===== src/rtl/tiny_dnn_conv_seq_pkg.sv =====
// Shared types and constants for the tiny-dnn convolution sequencer.
package tiny_dnn_ex_pkg;

    typedef enum logic {
        MODE_FWD = 1'b0,
        MODE_BWD = 1'b1
    } mode_e;

    typedef enum logic [2:0] {
        ST_IDLE,
        ST_KINIT,
        ST_EXEC,
        ST_KFIN,
        ST_WAIT,
        ST_DRAIN
    } state_e;

    // Cycles between the last k_fin and the earliest possible done.
    localparam int DRAIN_LEN = 3;

endpackage


===== src/rtl/tiny_dnn_conv_seq_if.sv =====
// Control/config/address bundle between the layer controller and the sequencer.
interface tiny_dnn_conv_seq_if #(
    parameter int DW  = 4,
    parameter int SW  = 5,
    parameter int IAW = 12,
    parameter int WAW = 10
);
    logic           mode, start, out_busy, out_hold;
    logic [DW-1:0]  dd, id;
    logic [SW-1:0]  ih, iw, oh, ow, kh, kw, pad;
    logic [IAW-1:0] is;
    logic [WAW-1:0] ks;
    logic [2:0]     stride;
    logic           busy, k_init, exec, k_fin, done;
    logic [IAW-1:0] ia;
    logic [WAW-1:0] wa;

    modport master (
        output mode, start, out_busy, out_hold, dd, id, ih, iw, oh, ow, kh, kw,
               pad, is, ks, stride,
        input  busy, k_init, exec, k_fin, done, ia, wa
    );

    modport slave (
        input  mode, start, out_busy, out_hold, dd, id, ih, iw, oh, ow, kh, kw,
               pad, is, ks, stride,
        output busy, k_init, exec, k_fin, done, ia, wa
    );
endinterface


===== src/rtl/tiny_dnn_conv_seq_loop_cnt.sv =====
// One nested-loop counter: runs ini..fin inclusive and wraps back to ini.
// 'next' exposes the value the counter takes at the coming edge.
module loop_cnt #(
    parameter int W = 4
) (
    input  logic         clk,
    input  logic         rst,
    input  logic [W-1:0] ini,
    input  logic [W-1:0] fin,
    input  logic         start,
    input  logic         en,
    output logic         last,
    output logic [W-1:0] next,
    output logic [W-1:0] q
);
    assign last = (q == fin);

    // Start has priority over stepping; stepping past fin wraps to ini.
    always_comb begin
        next = q;
        if (start)
            next = ini;
        else if (en)
            next = last ? ini : q + W'(1);
    end

    // Counter register.
    always_ff @(posedge clk) begin
        if (rst)
            q <= '0;
        else
            q <= next;
    end
endmodule


===== src/rtl/tiny_dnn_conv_seq.sv =====
// Convolution sequencer: walks output points and, per point, the clipped
// channel x kernel window, emitting input/weight addresses and framing strobes.
module tiny_dnn_conv_seq
    import tiny_dnn_ex_pkg::*;
#(
    parameter int DW  = 4,
    parameter int SW  = 5,
    parameter int IAW = 12,
    parameter int WAW = 10
) (
    input  logic               clk,
    input  logic               rst,
    tiny_dnn_conv_seq_if.slave bus
);
    localparam int         PW        = SW + 2;
    localparam logic [1:0] DRAIN_END = 2'(DRAIN_LEN);

    state_e         state, state_n;
    mode_e          c_mode;
    logic [DW-1:0]  c_dd, c_id;
    logic [SW-1:0]  c_ih, c_iw, c_oh, c_ow, c_kh, c_kw, c_pad;
    logic [IAW-1:0] c_is;
    logic [WAW-1:0] c_ks;
    logic [2:0]     c_stride;
    logic           go;

    assign go = (state == ST_IDLE) && bus.start;

    // Configuration is captured once per layer so mid-layer input changes are harmless.
    always_ff @(posedge clk) begin
        if (rst) begin
            c_mode <= MODE_FWD;
            c_dd <= '0; c_id <= '0;
            c_ih <= '0; c_iw <= '0; c_oh <= '0; c_ow <= '0;
            c_kh <= '0; c_kw <= '0; c_pad <= '0;
            c_is <= '0; c_ks <= '0; c_stride <= '0;
        end else if (go) begin
            c_mode <= mode_e'(bus.mode);
            c_dd <= bus.dd; c_id <= bus.id;
            c_ih <= bus.ih; c_iw <= bus.iw; c_oh <= bus.oh; c_ow <= bus.ow;
            c_kh <= bus.kh; c_kw <= bus.kw; c_pad <= bus.pad;
            c_is <= bus.is; c_ks <= bus.ks; c_stride <= bus.stride;
        end
    end

    // Loop counters: outer (dc, oy, ox) step on k_fin, inner (ic, fy, fx) on exec.
    logic [DW-1:0] dc_q, ic_n, unused_dc_n, unused_ic_q;
    logic [SW-1:0] oy_q, ox_q, fy_n, fx_n;
    logic [SW-1:0] unused_oy_n, unused_ox_n, unused_fy_q, unused_fx_q;
    logic          dc_last, oy_last, ox_last, ic_last, fy_last, fx_last;
    logic          outer_last, inner_last;
    logic          in_kfin, in_kinit, in_exec;
    logic signed [PW-1:0] yy, xx, sy, ey, sx, ex, kh_s, kw_s, y_room, x_room;
    logic          empty;

    assign in_kfin    = (state == ST_KFIN);
    assign in_kinit   = (state == ST_KINIT);
    assign in_exec    = (state == ST_EXEC);
    assign outer_last = dc_last && oy_last && ox_last;
    assign inner_last = ic_last && fy_last && fx_last;

    loop_cnt #(.W(DW)) u_dc (.clk(clk), .rst(rst), .ini('0), .fin(c_dd), .start(go),
        .en(in_kfin && ox_last && oy_last), .last(dc_last), .next(unused_dc_n), .q(dc_q));
    loop_cnt #(.W(SW)) u_oy (.clk(clk), .rst(rst), .ini('0), .fin(c_oh), .start(go),
        .en(in_kfin && ox_last), .last(oy_last), .next(unused_oy_n), .q(oy_q));
    loop_cnt #(.W(SW)) u_ox (.clk(clk), .rst(rst), .ini('0), .fin(c_ow), .start(go),
        .en(in_kfin), .last(ox_last), .next(unused_ox_n), .q(ox_q));
    loop_cnt #(.W(DW)) u_ic (.clk(clk), .rst(rst), .ini('0), .fin(c_id), .start(in_kinit),
        .en(in_exec && fx_last && fy_last), .last(ic_last), .next(ic_n), .q(unused_ic_q));
    loop_cnt #(.W(SW)) u_fy (.clk(clk), .rst(rst), .ini(SW'(sy)), .fin(SW'(ey)), .start(in_kinit),
        .en(in_exec && fx_last), .last(fy_last), .next(fy_n), .q(unused_fy_q));
    loop_cnt #(.W(SW)) u_fx (.clk(clk), .rst(rst), .ini(SW'(sx)), .fin(SW'(ex)), .start(in_kinit),
        .en(in_exec), .last(fx_last), .next(fx_n), .q(unused_fx_q));

    // Base row/column of the current output point and the kernel window clipped to the input.
    always_comb begin
        kh_s = PW'(c_kh);
        kw_s = PW'(c_kw);
        if (c_mode == MODE_BWD) begin
            yy = PW'(oy_q) - kh_s;
            xx = PW'(ox_q) - kw_s;
        end else begin
            yy = PW'(oy_q) * PW'(c_stride) - PW'(c_pad);
            xx = PW'(ox_q) * PW'(c_stride) - PW'(c_pad);
        end
        y_room = PW'(c_ih) - yy;
        x_room = PW'(c_iw) - xx;
        sy     = yy[PW-1] ? -yy : '0;
        sx     = xx[PW-1] ? -xx : '0;
        ey     = (y_room < kh_s) ? y_room : kh_s;
        ex     = (x_room < kw_s) ? x_room : kw_s;
        empty  = (sy > ey) || (sx > ex);
    end

    // Addresses for the element the inner counters move to at the coming edge.
    logic [31:0]    yy32, xx32;
    logic [IAW-1:0] ia_nx;
    logic [WAW-1:0] wa_nx;
    always_comb begin
        yy32  = {{(32-PW){yy[PW-1]}}, yy};
        xx32  = {{(32-PW){xx[PW-1]}}, xx};
        ia_nx = IAW'((32'(dc_q) + 32'(ic_n)) * 32'(c_is)
                     + (yy32 + 32'(fy_n)) * (32'(c_iw) + 32'd1)
                     + xx32 + 32'(fx_n));
        wa_nx = WAW'(32'(ic_n) * (32'(c_ks) + 32'd1)
                     + 32'(fy_n) * (32'(c_kw) + 32'd1)
                     + 32'(fx_n));
    end

    logic [1:0] drain_cnt;
    logic       done_now;
    assign done_now = (state == ST_DRAIN) && (drain_cnt == DRAIN_END) && !bus.out_hold;

    // FSM state register.
    always_ff @(posedge clk) begin
        if (rst)
            state <= ST_IDLE;
        else
            state <= state_n;
    end

    // Next-state logic; an empty window goes straight from KINIT to KFIN.
    always_comb begin
        state_n = state;
        case (state)
            ST_IDLE:  if (bus.start) state_n = ST_KINIT;
            ST_KINIT: state_n = empty ? ST_KFIN : ST_EXEC;
            ST_EXEC:  if (inner_last) state_n = ST_KFIN;
            ST_KFIN:  begin
                if (outer_last)        state_n = ST_DRAIN;
                else if (bus.out_busy) state_n = ST_WAIT;
                else                   state_n = ST_KINIT;
            end
            ST_WAIT:  if (!bus.out_busy) state_n = ST_KINIT;
            ST_DRAIN: if (done_now) state_n = ST_IDLE;
            default:  state_n = ST_IDLE;
        endcase
    end

    // Drain counter saturates at DRAIN_END and waits there for out_hold to clear.
    always_ff @(posedge clk) begin
        if (rst || state != ST_DRAIN)
            drain_cnt <= '0;
        else if (drain_cnt != DRAIN_END)
            drain_cnt <= drain_cnt + 2'd1;
    end

    // Address registers load only ahead of exec cycles, so they hold between points.
    logic           exec_q;
    logic [IAW-1:0] ia_q;
    logic [WAW-1:0] wa_q;
    always_ff @(posedge clk) begin
        if (rst) begin
            exec_q <= 1'b0;
            ia_q   <= '0;
            wa_q   <= '0;
        end else begin
            exec_q <= (state_n == ST_EXEC);
            if (state_n == ST_EXEC) begin
                ia_q <= ia_nx;
                wa_q <= wa_nx;
            end
        end
    end

    assign bus.busy   = (state != ST_IDLE);
    assign bus.k_init = in_kinit;
    assign bus.k_fin  = in_kfin;
    assign bus.done   = done_now;
    assign bus.exec   = exec_q;
    assign bus.ia     = ia_q;
    assign bus.wa     = wa_q;
endmodule


===== src/flat_wrapper.sv =====
// flat-port wrapper written by rule: the top's interface ports become plain ports
module tiny_dnn_conv_seq_flat import tiny_dnn_ex_pkg::*;
#(
    parameter int DW  = 4,
    parameter int SW  = 5,
    parameter int IAW = 12,
    parameter int WAW = 10
)
  (clk, rst, bus_mode, bus_start, bus_out_busy, bus_out_hold, bus_dd, bus_id, bus_ih, bus_iw, bus_oh, bus_ow, bus_kh, bus_kw, bus_pad, bus_is, bus_ks, bus_stride, bus_busy, bus_k_init, bus_exec, bus_k_fin, bus_done, bus_ia, bus_wa);
  tiny_dnn_conv_seq_if #(.DW(DW), .SW(SW), .IAW(IAW), .WAW(WAW)) bus_i ();
  input  logic clk;
  input  logic rst;
  input wire logic [$bits(bus_i.mode)-1:0] bus_mode;
  input wire logic [$bits(bus_i.start)-1:0] bus_start;
  input wire logic [$bits(bus_i.out_busy)-1:0] bus_out_busy;
  input wire logic [$bits(bus_i.out_hold)-1:0] bus_out_hold;
  input wire logic [$bits(bus_i.dd)-1:0] bus_dd;
  input wire logic [$bits(bus_i.id)-1:0] bus_id;
  input wire logic [$bits(bus_i.ih)-1:0] bus_ih;
  input wire logic [$bits(bus_i.iw)-1:0] bus_iw;
  input wire logic [$bits(bus_i.oh)-1:0] bus_oh;
  input wire logic [$bits(bus_i.ow)-1:0] bus_ow;
  input wire logic [$bits(bus_i.kh)-1:0] bus_kh;
  input wire logic [$bits(bus_i.kw)-1:0] bus_kw;
  input wire logic [$bits(bus_i.pad)-1:0] bus_pad;
  input wire logic [$bits(bus_i.is)-1:0] bus_is;
  input wire logic [$bits(bus_i.ks)-1:0] bus_ks;
  input wire logic [$bits(bus_i.stride)-1:0] bus_stride;
  output wire logic [$bits(bus_i.busy)-1:0] bus_busy;
  output wire logic [$bits(bus_i.k_init)-1:0] bus_k_init;
  output wire logic [$bits(bus_i.exec)-1:0] bus_exec;
  output wire logic [$bits(bus_i.k_fin)-1:0] bus_k_fin;
  output wire logic [$bits(bus_i.done)-1:0] bus_done;
  output wire logic [$bits(bus_i.ia)-1:0] bus_ia;
  output wire logic [$bits(bus_i.wa)-1:0] bus_wa;
  assign bus_i.mode = bus_mode;
  assign bus_i.start = bus_start;
  assign bus_i.out_busy = bus_out_busy;
  assign bus_i.out_hold = bus_out_hold;
  assign bus_i.dd = bus_dd;
  assign bus_i.id = bus_id;
  assign bus_i.ih = bus_ih;
  assign bus_i.iw = bus_iw;
  assign bus_i.oh = bus_oh;
  assign bus_i.ow = bus_ow;
  assign bus_i.kh = bus_kh;
  assign bus_i.kw = bus_kw;
  assign bus_i.pad = bus_pad;
  assign bus_i.is = bus_is;
  assign bus_i.ks = bus_ks;
  assign bus_i.stride = bus_stride;
  assign bus_busy = bus_i.busy;
  assign bus_k_init = bus_i.k_init;
  assign bus_exec = bus_i.exec;
  assign bus_k_fin = bus_i.k_fin;
  assign bus_done = bus_i.done;
  assign bus_ia = bus_i.ia;
  assign bus_wa = bus_i.wa;
  tiny_dnn_conv_seq #(.DW(DW), .SW(SW), .IAW(IAW), .WAW(WAW)) u_core (.clk(clk), .rst(rst), .bus(bus_i));
endmodule

===== config.mk =====
export PLATFORM = sky130hd
export DESIGN_NAME = tiny_dnn_conv_seq_flat
export DESIGN_NICKNAME = d
export VERILOG_FILES = /design/src/rtl/tiny_dnn_conv_seq_pkg.sv /design/src/rtl/tiny_dnn_conv_seq_if.sv /design/src/rtl/tiny_dnn_conv_seq_loop_cnt.sv /design/src/rtl/tiny_dnn_conv_seq.sv /design/src/flat_wrapper.sv
export SDC_FILE = /design/constraint.sdc
export NUM_CORES = 1
export LEC_CHECK = 0
export BUFFER_PORTS_ARGS = -buffer_cell sky130_fd_sc_hd__buf_2
export CORE_MARGIN = 2
export CORE_UTILIZATION = 57
export DETAILED_ROUTE_END_ITERATION = 7
export PLACE_DENSITY = 0.77
export SLEW_MARGIN = 10
export SYNTH_ARGS = -nofsm -noshare
export SYNTH_HDL_FRONTEND = slang
export SYNTH_SLANG_ARGS = --single-unit
export TNS_END_PERCENT = 5

===== constraint.sdc =====
create_clock -name clk -period 12.1 [get_ports clk]
set_input_delay 2.42 -clock clk [delete_from_list [all_inputs] [get_ports clk]]
set_output_delay 2.42 -clock clk [all_outputs]
set_load 0.005 [all_outputs]

==> results of run 1 <==
## layout make-up
class	instances	share of cell area, %
clock inverters	14	0.863
well taps	324	2.41
clock buffers	18	2.61
flip-flops and latches	125	14.9
inverters	249	5.57
repair buffers	234	9.02
multi-input cells	1298	64.6
## cell usage after synthesis (3+ instances only)
cell,number
and2_1,30
nor2_1,140
nor2b_1,33
a211oi_1,5
nor3b_1,4
o21a_1,8
o21bai_1,11
maj3_1,3
a21o_1,13
o21ai_0,29
fa_1,144
a21oi_1,131
o22ai_1,3
o21ai_1,4
mux2_2,3
inv_1,247
buf_2,5
xnor2_1,86
or3_1,11
nor3_1,20
nand4_1,19
a31oi_1,3
buf_1,3
o31ai_1,8
dfxtp_1,125
nor2_2,4
nand2_1,263
nor4_1,4
nand3b_1,5
mux2i_1,17
nand3_1,23
and4_1,3
and3_1,7
ha_1,141
xor2_1,46
clkbuf_1,50
nand2b_1,39
and2b_1,3
## metal layers
metal / part of all wire, % / GRT usage (%) / vias to the layer above
met2: 49 / 51.1 / 365
met5: 0 / 0 / -
li1: - / - / 5918
met4: 3.0 / 9.09 / 0
met3: 5.0 / 3.18 / 70
met1: 43 / 36.6 / 5791
## tightest hold or removal path: stages (launching register included)
cell and delay, ns:
dfxtp_1 0.31, nand2_1 0.05, a21oi_1 0.05
## per-stage QoR
step	setup TNS (ns)	cell area (um2)	setup slack, ns	util (%)
global route	-1.57	16800	-0.469	69.3
global placement	0	15700	0.182	64.8
detailed placement	-0.458	15700	-0.216	64.8
CTS	0	16400	0.00510	67.8
finish	-0.00904	16800	-0.00904	69.3
floorplan	0	14200	0.00608	-
## flip-flops by register name (all words and copies together), names as in the netlist, 4 cells and up
register and flops:
u_core.u_ic.q 4, u_core.u_ox.q 5, u_core.c_dd 4, u_core.c_id 4
u_core.u_oy.q 5, u_core.bus.ia 12, u_core.c_ow 5, u_core.c_ks 10
u_core.c_is 12, u_core.c_pad 5, u_core.c_kw 5, u_core.u_fx.q 5
u_core.u_fy.q 5, u_core.c_iw 5, u_core.c_ih 5, u_core.u_dc.q 4
u_core.bus.wa 10, u_core.c_oh 5, u_core.c_kh 5
## worst paths after layout
| check | depth (start not counted) | startpoint | slack (ns) | endpoint |
|---|---|---|---|---|
| max | 49 | u_core.c_stride[1]$_SDFFE_PP0P_ | -0.009 | u_core.bus.ia[11]$_SDFFE_PP0P_ |
| min | 2 | u_core.c_ks[5]$_SDFFE_PP0P_ | 0.46 | u_core.c_ks[5]$_SDFFE_PP0P_ |
| max reg2reg | 49 | u_core.c_stride[1]$_SDFFE_PP0P_ | -0.009 | u_core.bus.ia[11]$_SDFFE_PP0P_ |
| min reg2reg | 2 | u_core.c_ks[5]$_SDFFE_PP0P_ | 0.46 | u_core.c_ks[5]$_SDFFE_PP0P_ |
## what timing repair did
item / 4_1_cts / 5_1_grt
gates resized for setup: 24 / 64
pin swaps: 32 / 60
buffers inserted: 7 / 11
setup endpoints to repair: 4 / 8
## kinds of logic after synthesis
| kind of cell | count (synthesis) |
|---|---|
| buffers and inverters | 311 |
| xor gates and xnor gates | 133 |
| and+or+nand+nor | 619 |
| adders and majority gates | 288 |
| AOI/OAI and AO/OA | 238 |
| DFF | 125 |
| muxes | 20 |
==> flow_summary.ini, run 1 <==
[run_status]
status = finished, violations left
violations = setup timing

[logic_synthesis]
ys_ff_latch = 125
post-synth-top-area-cell = fa_1
synth-main-ff-cell = dfxtp_1
synth_edf_count = 0
synth_top_area_share_pct = 20.5
synth_warnings = 0
synth-simple-area-share_pct = 20.4
yosys-mux-area-fraction_pct = 1.45
synth_compound_area_share_pct = 10.3
synth.area.top_cells = fa_1 20%, dfxtp_1 18%, ha_1 13%
synth_xor_area_share_pct = 8.39
synth_adder_area_share_pct = 33.3
synth_top_family_by_area = adder cells
avgSynthCellArea_um2 = 8.11
syn-cell-area_um2 = 14100
yosysSeqAreaShare_pct = 17.8
synthCells = 1734
synth_cell_types = 72
synth_nets = 2093
synthArstFlopShare_pct = 0

[detailed_routing]
avgRoutedWirePerCell_um = 16.0
vias = 12100
first_pass_iters = 7
routed_via_density = 5.37
ant_nets = 0
drtIter0Drc = 721
wl_um = 36300
drcViolationCount = 0

[global_routing]
grtUsageTotal_pct = 28.7
grt_pass1_wl_um = 59900
antenna_found_initial = 0
overflow = 0
grt_max_degree = 70
grt_pass1_vias = 12400

[sta]
period_minus_slack_ns = 12.11
tightestPinTransition_ns = 1.12
setup_violations = 1
timing.final.ws_setup_ns = -0.00904
hold_slack_ns = 0.458
finalHoldViolations = 0
max_freq_ghz = 0.0826
rsz0062_at_grt = true
slew_headroom_pct = 24.5
fin_crit_sh_pct = 100
fin_skew_ns = 0.0170
drv_slew = 0

[finish]
layout_common_cells = 261 x nand2_1, 239 x inv_1, 137 x fa_1
multiInputGateArea_um2 = 10900
n_fill_cell = 1968
fin_cells = 2262
nets = 2284
seq_area_um2 = 2510
layout_commonest_cell = nand2_1
antenna_cells = 0
syn_to_final_growth_pct = 19.5
drive_gt1_share_pct = 19.6

[clock_tree]
clock_latency_ns = 0.44
cts_tree = done
cts_hold_buf = 0
cts_root_buf = clkbuf_16
clock_tree.buffer_depth = 2
clk_pin_slew_worst_paths_ns = 0.07
cts_max_level = 4
cts_sinks = 125
cts_buffers = 17

[critical_path]
critPathBufInv = 3
worstPathRequired_ns = 12.41
max_stage_delay_ns = 0.56
cp_common_cell = xnor2_1
critical_path_class = flip-flop to flip-flop
start_kind = flip-flop
cp_slowest_cell = fa_1
cp-end-kind = flip-flop
cpLargestDelayFamily = adder cells
worstPathMaxFanout = 7
arrival_ns = 12.42

[min_path]
min_path_type = flip-flop to flip-flop

[floorplanning]
die_x_um = 161
io-pin-count = 101
start_util_pct = 58.0
coreArea_um2 = 24200
die_area_um2 = 26000
rows = 57
die_y_um = 161

[run]
maxCapViolCount = 0

[place]
dpl.hpwl_um = 28800
routabilityCongestion = 0.942
port_buffers = 100
dp.cells = 2212
Power of run 1 is not shown: default switching activity piles up to over one toggle a cycle in this logic, so the estimate is an artifact.
==> inputs of run 2 (changes only) <==
Settings changed: CORE_UTILIZATION 57 to 60, SETUP_SLACK_MARGIN set to 0.02.
Clock period 12.1 ns to 14.25 ns, I/O delays scaled along.
==> flow_summary.ini, run 2 (synthesis gave the netlist of run 1 again) <==
[sta]
tns_ns = 0
period_minus_slack_ns = 13.48
fin_crit_sh_pct = 94.6
rsz0062_at_grt = false
hold_slack_ns = 0.460
slew_headroom_pct = 26.9
max_freq_ghz = 0.0742
drv_slew = 0
finalHoldViolations = 0
fin_skew_ns = 0.0148
setup_violations = 0
tightestPinTransition_ns = 1.09

[place]
dpl.hpwl_um = 27900
dp.cells = 2107
port_buffers = 100
routabilityCongestion = 0.975

[floorplanning]
die_y_um = 157
die_area_um2 = 24700
rows = 56
die_x_um = 157
start_util_pct = 60.5
io-pin-count = 101
coreArea_um2 = 23300

[global_routing]
grt_max_degree = 70
antenna_found_initial = 0
grt_pass1_wl_um = 57000
grt_pass1_vias = 11800
grtUsageTotal_pct = 29.3
overflow = 0

[critical_path]
worstPathRequired_ns = 14.54
worstPathMaxFanout = 12
reg2reg_from = u_core.c_stride[2]$_SDFFE_PP0P_
cp-end-kind = flip-flop
crit_start = u_core.c_stride[2]$_SDFFE_PP0P_
arrival_ns = 13.78
r2r_cells = 52
cp_common_cell = fa_1
critPathCapture = u_core.bus.ia[11]$_SDFFE_PP0P_
start_kind = flip-flop
r2r_setup_slack_ns = 0.77
critical_path_class = flip-flop to flip-flop
max_stage_delay_ns = 0.64
cp.depth = 52
cp_slowest_cell = or4b_2
cpLargestDelayFamily = adder cells
critPathBufInv = 8
rr_endpoint = u_core.bus.ia[11]$_SDFFE_PP0P_

[clock_tree]
clock_tree.buffer_depth = 2
cts_tree = done
cts_buffers = 17
cts_hold_buf = 0
clk_pin_slew_worst_paths_ns = 0.07
cts_max_level = 4
clock_latency_ns = 0.43
cts_root_buf = clkbuf_16
cts_sinks = 125

[run]
maxCapViolCount = 0

[detailed_routing]
avgRoutedWirePerCell_um = 16.3
ant_nets = 0
drcViolationCount = 0
vias = 11700
routed_via_density = 5.49
wl_um = 34900
drtIter0Drc = 698
first_pass_iters = 5

[finish]
drive_gt1_share_pct = 10.3
nets = 2167
final_util_pct = 66.6
antenna_cells = 0
syn_to_final_growth_pct = 10.1
layout_common_cells = 262 x nand2_1, 247 x inv_1, 144 x fa_1
fin_cells = 2139
n_fill_cell = 2027
layout_commonest_cell = nand2_1

[min_path]
min_path_type = flip-flop to flip-flop
hold_path.startpoint = u_core.c_kh[3]$_SDFFE_PP0P_

[run_status]
status = completed
run 2: cell types whose count changed in the layout (fill, tap and decap cells not counted), moves of 7 or more:
cell,delta
buf_4,-115
a21oi_1,+16
a21oi_2,-14
ha_1,+8
inv_1,+8
xnor2_1,+8
fa_1,+7
fa_2,-7
ha_4,-7
inv_2,-7
xnor2_2,-7
run 2: worst min-delay path by stage:
stage,endpoint,cells after the start
final,u_core.c_kh[3]$_SDFFE_PP0P_,2
after detailed placement,u_core.c_kh[3]$_SDFFE_PP0P_,2
after CTS,u_core.c_kh[3]$_SDFFE_PP0P_,2
after global routing,u_core.c_kh[3]$_SDFFE_PP0P_,2
after global placement,u_core.c_pad[3]$_SDFFE_PP0P_,2
after floorplan,u_core.c_stride[0]$_SDFFE_PP0P_,2
run 2: worst min-delay path: cells and delay by family (launching register included):
kind	cells	cell delay [ns]
flip-flops	1	0.31
AND/OR/NAND/NOR	1	0.05
AO/OA/AOI/OAI	1	0.05
run 2: repair_timing:
item                                    4_1_cts  5_1_grt
resized for setup                             0       12
endpoints found under the setup margin        0        3
setup buffers                                 0        1
run 2: routing by layer:
layer / wire length, um / vias up / GRT usage, %
met5: 0 / - / 0
met3: 1450 / 64 / 3.44
met1: 15200 / 5712 / 37.2
li1: - / 5689 / -
met4: 986 / 0 / 9.83
met2: 17200 / 281 / 52.0
run 2: metrics by stage:
stage	area [um2]	setup slack (ns)
finish	15500	0.767
global route	15500	0.0455
CTS	15400	0.428
detailed placement	14800	0.456
global placement	14800	0.903
floorplan	14100	1.21
run 2: layout make-up:
class | count | area, um2 | share of cell area (%)
Sequential cell | 125 | 2510 | 16.2
Multi-Input combinational cell | 1298 | 10400 | 67.4
Tap cell | 319 | 399 | 2.58
Inverter | 249 | 935 | 6.04
Clock buffer | 17 | 425 | 2.75
Timing Repair Buffer | 117 | 631 | 4.07
Clock inverter | 14 | 159 | 1.03
Power of run 2 is left out for the same reason.
